--- src/rtl/regfile_wb_arbiter.sv ---
// Two-requester writeback arbiter for the register file's single write port.
// Latency: accept -> slot (1 edge) -> output register (1 edge); a requester stalls only while its slot is full and ungranted.
module regfile_wb_arbiter #(
  parameter int DW = 32,
  parameter int AW = 5
) (
  input  logic              clk,
  input  logic              rst,
  input  logic              req0_valid,
  input  logic [AW-1:0]     req0_addr,
  input  logic [DW-1:0]     req0_data,
  output logic              req0_ready,
  input  logic              req1_valid,
  input  logic [AW-1:0]     req1_addr,
  input  logic [DW-1:0]     req1_data,
  output logic              req1_ready,
  output logic              rf_we,
  output logic [AW-1:0]     rf_wa,
  output logic [DW-1:0]     rf_wd,
  output logic              grant_id,
  output logic [2**AW-1:0]  busy
);

  localparam int NR = 2**AW;

  typedef struct packed {
    logic          full;
    logic [AW-1:0] addr;
    logic [DW-1:0] data;
  } slot_t;

  slot_t         slot [2];
  logic          older;   // 1 when slot 1 holds the earlier write
  logic          rr;      // last requester granted
  logic          gnt_vld;
  logic          gnt_sel;
  logic [1:0]    grant;
  logic [1:0]    ready;
  logic [1:0]    req_valid;
  logic [1:0]    hs;
  logic [1:0]    fill;
  logic [1:0]    stay;
  logic [AW-1:0] req_addr [2];
  logic [DW-1:0] req_data [2];

  assign req_valid   = {req1_valid, req0_valid};
  assign req_addr[0] = req0_addr;
  assign req_addr[1] = req1_addr;
  assign req_data[0] = req0_data;
  assign req_data[1] = req1_data;

  always_comb begin
    gnt_vld = slot[0].full | slot[1].full;
    if (slot[0].full && slot[1].full)
      gnt_sel = (slot[0].addr == slot[1].addr) ? older : ~rr;
    else
      gnt_sel = slot[1].full;
    grant[0] = gnt_vld & ~gnt_sel;
    grant[1] = gnt_vld & gnt_sel;
  end

  // Ready never looks at valid, so no combinational path from valid back to ready.
  assign ready      = ~{slot[1].full, slot[0].full} | grant;
  assign req0_ready = ready[0];
  assign req1_ready = ready[1];
  assign hs         = req_valid & ready;
  assign fill[0]    = hs[0] & (req_addr[0] != '0);
  assign fill[1]    = hs[1] & (req_addr[1] != '0);
  assign stay[0]    = slot[0].full & ~grant[0];
  assign stay[1]    = slot[1].full & ~grant[1];

  always_ff @(posedge clk) begin
    if (rst) begin
      for (int k = 0; k < 2; k++) begin
        slot[k].full <= 1'b0;
        slot[k].addr <= '0;
        slot[k].data <= '0;
      end
      older    <= 1'b0;
      rr       <= 1'b1;
      rf_we    <= 1'b0;
      rf_wa    <= '0;
      rf_wd    <= '0;
      grant_id <= 1'b0;
    end else begin
      for (int k = 0; k < 2; k++) begin
        if (hs[k]) begin
          slot[k].full <= fill[k];
          slot[k].addr <= req_addr[k];
          slot[k].data <= req_data[k];
        end else if (grant[k]) begin
          slot[k].full <= 1'b0;
        end
      end
      if (fill[0] && fill[1])
        older <= 1'b0;
      else if (fill[1] && stay[0])
        older <= 1'b0;
      else if (fill[0] && stay[1])
        older <= 1'b1;
      if (gnt_vld) begin
        rf_we    <= 1'b1;
        rf_wa    <= slot[gnt_sel].addr;
        rf_wd    <= slot[gnt_sel].data;
        grant_id <= gnt_sel;
        rr       <= gnt_sel;
      end else begin
        rf_we    <= 1'b0;
      end
    end
  end

  // Register 0 is excluded even though a slot never captures it.
  always_comb begin
    busy = '0;
    for (int a = 1; a < NR; a++)
      busy[a] = (slot[0].full && slot[0].addr == AW'(a)) ||
                (slot[1].full && slot[1].addr == AW'(a));
  end

endmodule
--- config.mk ---
export PLATFORM = sky130hd
export DESIGN_NAME = regfile_wb_arbiter
export DESIGN_NICKNAME = d
export VERILOG_FILES = /design/src/rtl/regfile_wb_arbiter.sv
export SDC_FILE = /design/constraint.sdc
export NUM_CORES = 1
export LEC_CHECK = 0
export ABC_CLOCK_PERIOD_IN_PS = 2900
export CORE_MARGIN = 5
export CORE_UTILIZATION = 44
export CTS_BUF_LIST = sky130_fd_sc_hd__clkbuf_8 sky130_fd_sc_hd__clkbuf_16
export CTS_CLUSTER_SIZE = 14
export DETAILED_ROUTE_END_ITERATION = 10
export PLACE_DENSITY = 0.75
export RECOVER_POWER = 25
export SLEW_MARGIN = 15
export SYNTH_ARGS = -nofsm -noshare
export SYNTH_HDL_FRONTEND = slang
export SYNTH_SLANG_ARGS = --single-unit
--- constraint.sdc ---
create_clock -name clk -period 2.9 [get_ports clk]
set_clock_uncertainty 0.1 [all_clocks]
set_input_delay 0.29 -clock clk [delete_from_list [all_inputs] [get_ports clk]]
set_output_delay 0.29 -clock clk [all_outputs]
set_load 0.1 [all_outputs]
==> After elaboration in Yosys (flattened, before gate mapping) <==
Memories as Yosys holds them, arrays and structs flattened. A register that Yosys moved wholly into a read port is not among the register bits.
Index checks and enable logic that the tools add are counted.
{ "totals": {"regBits": 4, "ramBits": 76, "inputBits": 78, "out_inout_bits": 73, "elab_cells": 217, "mem_count": 1} }
{ "memory_table": {"columns": ["memory", "words", "width", "rd", "rd_ports_with_merged_regs", "wr", "line_no", "source"], "rows": [
  ["slot", 2, 38, 3, 1, 2, "32", "slot_t slot [2];"]
]} }
{ "op_classes": {"eq_ne": 63, "mux": 27, "bitwise_logic": 22, "n_reduce_logical": 100} }
{ "op_table": {"columns": ["cell", "n"], "rows": [
  ["$eq 5x5->1 const B", 32],
  ["$eq 5x4->1 const B", 16],
  ["$logic_and 1x1->1", 66],
  ["$mux 32", 2],
  ["$eq 5x3->1 const B", 8],
  ["$logic_or 1x1->1", 31],
  ["$mux 1", 23],
  ["$eq 5x2->1 const B", 4],
  ["$eq 5x1->1 const B", 2],
  ["$mux 5", 2],
  ["$reduce_bool 5->1", 2],
  ["$or 1x1->1", 9],
  ["$and 1x1->1", 6],
  ["$eq 5x5->1", 1],
  ["$not 1->1", 4],
  ["$reduce_or 3->1", 1],
  ["$and 2x2->2", 1],
  ["$not 2->2", 1],
  ["$or 2x2->2", 1]
]} }

==> Longest topological paths before layout <==
Gate-level depths: netlist of the first run.
An unclocked memory read counts as a cell.
{ "logic_depth": {"word_depth": 13, "ltp_mapped": 8, "mapped_depth_nobuf": 6} }

==> Worst setup path before layout of the first run <==
OpenSTA, ideal clock, no wires.
{ "synth_timing": {"kind": "reg2reg", "start": "memory slot[1][33] (netlist bit)", "end": "memory slot[0][0] (netlist bit), enable pin", "setup_ns": 0.393, "arrival_time_ns": 2.897, "required_ns": 2.407, "slack_ns": -0.490, "stages_incl_launch_ff": 9, "path_buffers": 2, "period_less_slack_ns": 3.390, "cell_sequence": "edfxtp_1 > buf_2 > xnor2_1 > and3_4 > a21oi_1 > o21ba_2 > buf_4 > inv_1 > a21o_1"} }
{ "synth_lines": {"columns": ["element", "line_no"], "rows": [
  ["start, declared", "32"]
]} }

==> tab_implementation.tex, run 1 <==
\begin{tabular}{lr}
\hline
Metric & Value \\
\hline
\multicolumn{2}{l}{\textbf{Status}} \\
Result of the run & complete, no violations \\
\multicolumn{2}{l}{\textbf{Power}} \\
Net switching component of the power & 1.66 mW \\
Power share of the combinational group & roughly 22\% \\
Cell-internal power & 3.59 mW \\
Part of the total power dissipated in sequential elements & approximately two fifths \\
Reported leakage power & between 2 and 3 nW \\
Switching power as a share of total power & between 30\% and 40\% \\
Total power density per cell area & 686 mW/mm² \\
Clock share of power & between 30\% and 40\% \\
Largest vdd supply drop & a little over 0.3 mV \\
\multicolumn{2}{l}{\textbf{Drt}} \\
Drt first pass iters & 5 \\
Antenna violation net count after detailed routing & 0 \\
Routed wire per std cell & roughly 18 µm \\
Iteration-0 DRC Markers & around 400 \\
Number of remaining DRC errors & 0 \\
Vias per cell & between 5 and 6 \\
Total routed wirelength & between 15000 and 20000 µm \\
DR vias & 5172 \\
\multicolumn{2}{l}{\textbf{Timing}} \\
Setup TNS Final & 0 ns \\
Pin slew with the least headroom to its limit & $\sim$1.2 ns \\
Post-Route Hold Slack & about 0.37 ns \\
Number of slew-limit violations in the final report & 0 \\
Crit share post-route & between 90\% and 100\% \\
Relative slew slack & between 20 and 25\% \\
Final hold violations & 0 \\
RSZ-0062 raised after global routing & false \\
Highest achievable clock rate & between 300 and 400 MHz \\
Clock period minus final worst setup slack & 2.68 ns \\
Finish-stage setup viols & 0 \\
\multicolumn{2}{l}{\textbf{Synthesis}} \\
Synthesis warning total & 0 \\
Area share of the leading cell type in the synthesized netlist & about two fifths \\
Proportion of synthesized flip-flops having asynchronous set or reset & 0\% \\
Count leader, synth & sky130\_fd\_sc\_hd\_\_nand2\_1 \\
Top post-synthesis cells by count & 122 x sky130\_fd\_sc\_hd\_\_nand2\_1, 75 x sky130\_fd\_sc\_hd\_\_edfxtp\_1, 68 x sky130\_fd\_sc\_hd\_\_o22ai\_1, 55 x sky130\_fd\_sc\_hd\_\_o211ai\_1 \\
Sequential fraction of the synthesis area & a little over half \\
Syn avg cell area & approximately 9.8 µm² \\
Count of distinct cell types in the synthesized netlist & 35 \\
Number of instances in the synthesized netlist & between 500 and 600 \\
Synthesized net count & roughly 660 \\
FF+latch count, synth & $\sim$120 \\
Post-Synthesis Cell Area & $\sim$0.0057 mm² \\
Cell types occupying the most area after synthesis & sky130\_fd\_sc\_hd\_\_edfxtp\_1 39\%, sky130\_fd\_sc\_hd\_\_dfxtp\_1 15\%, sky130\_fd\_sc\_hd\_\_nand2\_1 8.0\% \\
Library cell occupying the most area in the post-synthesis netlist & sky130\_fd\_sc\_hd\_\_edfxtp\_1 \\
Number of enable flip-flop cells after synthesis & 75 \\
Most common flop cell mapped by yosys & sky130\_fd\_sc\_hd\_\_edfxtp\_1 \\
\multicolumn{2}{l}{\textbf{Critical path}} \\
Delay of the slowest cell on the worst path & between 0.4 and 0.5 ns \\
Type of element launching the critical path & flop \\
Endpoint class of the critical path & output port \\
CP Max Fanout & 40 \\
Critical R2R Launch & slot[0][32] \\
R2r worst-path depth & 6 \\
Cell Chain, Critical Path & xnor2\_1, and3\_4, a21oi\_1, nor3\_2, inv\_1, buf\_6, buf\_12 \\
Arrival time reported for the critical path endpoint & about 2.3 ns \\
Master of the slowest instance on the critical path & sky130\_fd\_sc\_hd\_\_edfxtp\_1 \\
Reg-to-reg setup timing slack & $\sim$0.22 ns \\
Worst Setup Path Type & flop to output port \\
Destination of the worst register-to-register timing path & slot[0][9] \\
Required time at the worst-slack endpoint & $\sim$2.5 ns \\
\multicolumn{2}{l}{\textbf{Placed design}} \\
Last weighted congestion value of the routability-driven placer & approximately 0.9 \\
HPWL after detailed placement & 10800 µm \\
Cell count after placement & roughly 860 \\
Area of placed instances & approximately 0.0072 mm² \\
Count of port buffers added during placement & $\sim$150 \\
\multicolumn{2}{l}{\textbf{Cells and area}} \\
Area of the multi-input gates & $\sim$0.0024 mm² \\
Share of cells above drive strength 1 & between 10\% and 20\% \\
Fill cells & $\sim$1100 \\
Layout Cell Area excl Fill & 0.00764 mm² \\
Post-layout net count & roughly 790 \\
\# diodes & 0 \\
Signed area change from the synthesized netlist to the final layout & 33.1\% \\
Final std cells w/o fill & between 800 and 900 \\
Post-Route Utilization & about three fifths \\
Area taken by flip-flops and latches & $\sim$0.0031 mm² \\
\multicolumn{2}{l}{\textbf{Clock tree}} \\
CTS tree & done \\
Clock edge transition at the registers on the reported setup and hold paths & about 0.050 ns \\
Worst-skew pair later-pin latency & around 0.4 ns \\
Num Clock Sinks & between 100 and 150 \\
Post-CTS setup buffer count & 0 \\
Number of buffers created by CTS & 17 \\
Library cell used as clock root buffer & sky130\_fd\_sc\_hd\_\_clkbuf\_16 \\
Maximum clock insertion buffer count & 2 \\
H-tree levels & 4 \\
\multicolumn{2}{l}{\textbf{Worst hold path}} \\
Hold-critical path depth & 2 \\
Tightest Hold Check Type & flop to flop \\
Worst hold path startpoint & rf\_wa[3] \\
Worst Hold End & rf\_wa[3] \\
\multicolumn{2}{l}{\textbf{Job}} \\
Max-cap check violation count & 0 \\
\multicolumn{2}{l}{\textbf{Global route}} \\
Antenna violations before repair & 0 \\
Vias in the first global route & 5094 \\
Overall routing resource usage & approximately 22\% \\
Wire length of the first global-routing pass & 25800 µm \\
Total congestion overflow after global routing & 0 \\
Pin count of the biggest net entering global routing & 75 \\
\multicolumn{2}{l}{\textbf{Floorplanning}} \\
Die height & around 120 µm \\
Die Span X & around 120 µm \\
I/O pin count & approximately 150 \\
Effective utilization at floorplan & between 40 and 50\% \\
Site Rows & 41 \\
Placeable core region & roughly 0.013 mm² \\
Die area & $\sim$0.015 mm² \\
\hline
\end{tabular}
-- worst max-delay path by stage --
stage	start	to	slack, ns
CTS	slot[0][34]	req1_ready	0.05
global placement	slot[0][34]	slot[0][13]	0.26
floorplan	slot[1][34]	busy[16]	-0.05
global route	slot[0][33]	req1_ready	0.04
finish	slot[0][35]	req1_ready	0.22
detailed placement	slot[0][34]	slot[0][9]	0.13
-- placed cells by master (no fill, tap or decap), drive strengths merged, types with 6 or more instances in the layout --
cell,count
buf,43
edfxtp,75
nand2,122
or2,8
and3,39
o211ai,73
clkdlybuf4s50,77
a21oi,6
clkbuf,63
nand2b,7
dfxtp,42
o22ai,68
nor2,8
inv,7
clkinv,8
nand3,42
-- state kept, by name, indices dropped and copies added, names as in the netlist --
register / cells
rr: 1
older: 1
slot: 76
grant_id: 1
rf_wd: 32
rf_we: 1
rf_wa: 5
-- area by class of cell --
cell class | count | share of cell area (%)
clock buffer | 18 | 5.75
clock inverter | 14 | 1.87
inverter | 5 | 0.295
multi-input combinational | 404 | 31.4
sequential | 117 | 40.5
tap | 172 | 2.82
timing repair buffer | 165 | 17.3
-- power groups by stage --
stage	clock, mW	sequential (mW)	combinational (mW)
after global routing	2.16	2.05	1.22
after CTS	2.07	2.04	1.20
after detailed placement	0	2.07	1.20
final	2.05	2.04	1.16
after floorplan	0	2.43	0.479
after global placement	0	2.06	1.17
-- cell families after synthesis --
family          after synthesis  synth area share (%)
buf+inv                      65                  5.08
xor+xnor                      5                 0.763
compound gates              159                  20.6
other cells                   1                0.0654
flops                       117                  53.9
simple gates                239                  19.6
-- through the flow --
| step | setup WS, ns | power, mW |
|---|---|---|
| finish | 0.218 | 5.24 |
| global route | 0.0425 | 5.43 |
| CTS | 0.0538 | 5.31 |
| detailed placement | 0.133 | 3.26 |
| global placement | 0.256 | 3.24 |
| floorplan | -0.0511 | 2.91 |
-- worst max-delay path: cells and delay by family, from the launching register on --
| family | cells | cell delay [ns] |
|---|---|---|
| buffers and inverters | 3 | 0.58 |
| flip-flops | 1 | 0.48 |
| AND/OR/NAND/NOR | 2 | 0.30 |
| XOR/XNOR | 1 | 0.20 |
| AO/OA/AOI/OAI | 1 | 0.31 |
-- timing repair --
action	4_1_cts	5_1_grt
gates resized for setup	0	2
hold buffers	0	0
setup endpoints to repair	0	38
-- routing by layer --
layer	vias to the layer above	track usage [%]	share of wire (%)
met5	-	0	0
met4	0	9.45	2.9
met3	39	5.00	7.6
met2	261	38.6	50
met1	2425	25.0	39
li1	2447	-	-
Power figures use the tool's default switching activity.
==> run 2, diff against run 1 <==
CTS_CLUSTER_DIAMETER = 50   (was not set)
GPL_ROUTABILITY_DRIVEN = 0   (was not set)
==> results of run 2 <==
Same layout as run 1: the final DEF is identical, and so are final timing and power.
==> run 3, diff against run 2 <==
SKIP_LAST_GASP = 1   (was not set)
==> results of run 3 <==
Same layout as run 1: the final DEF is identical, and so are final timing and power.
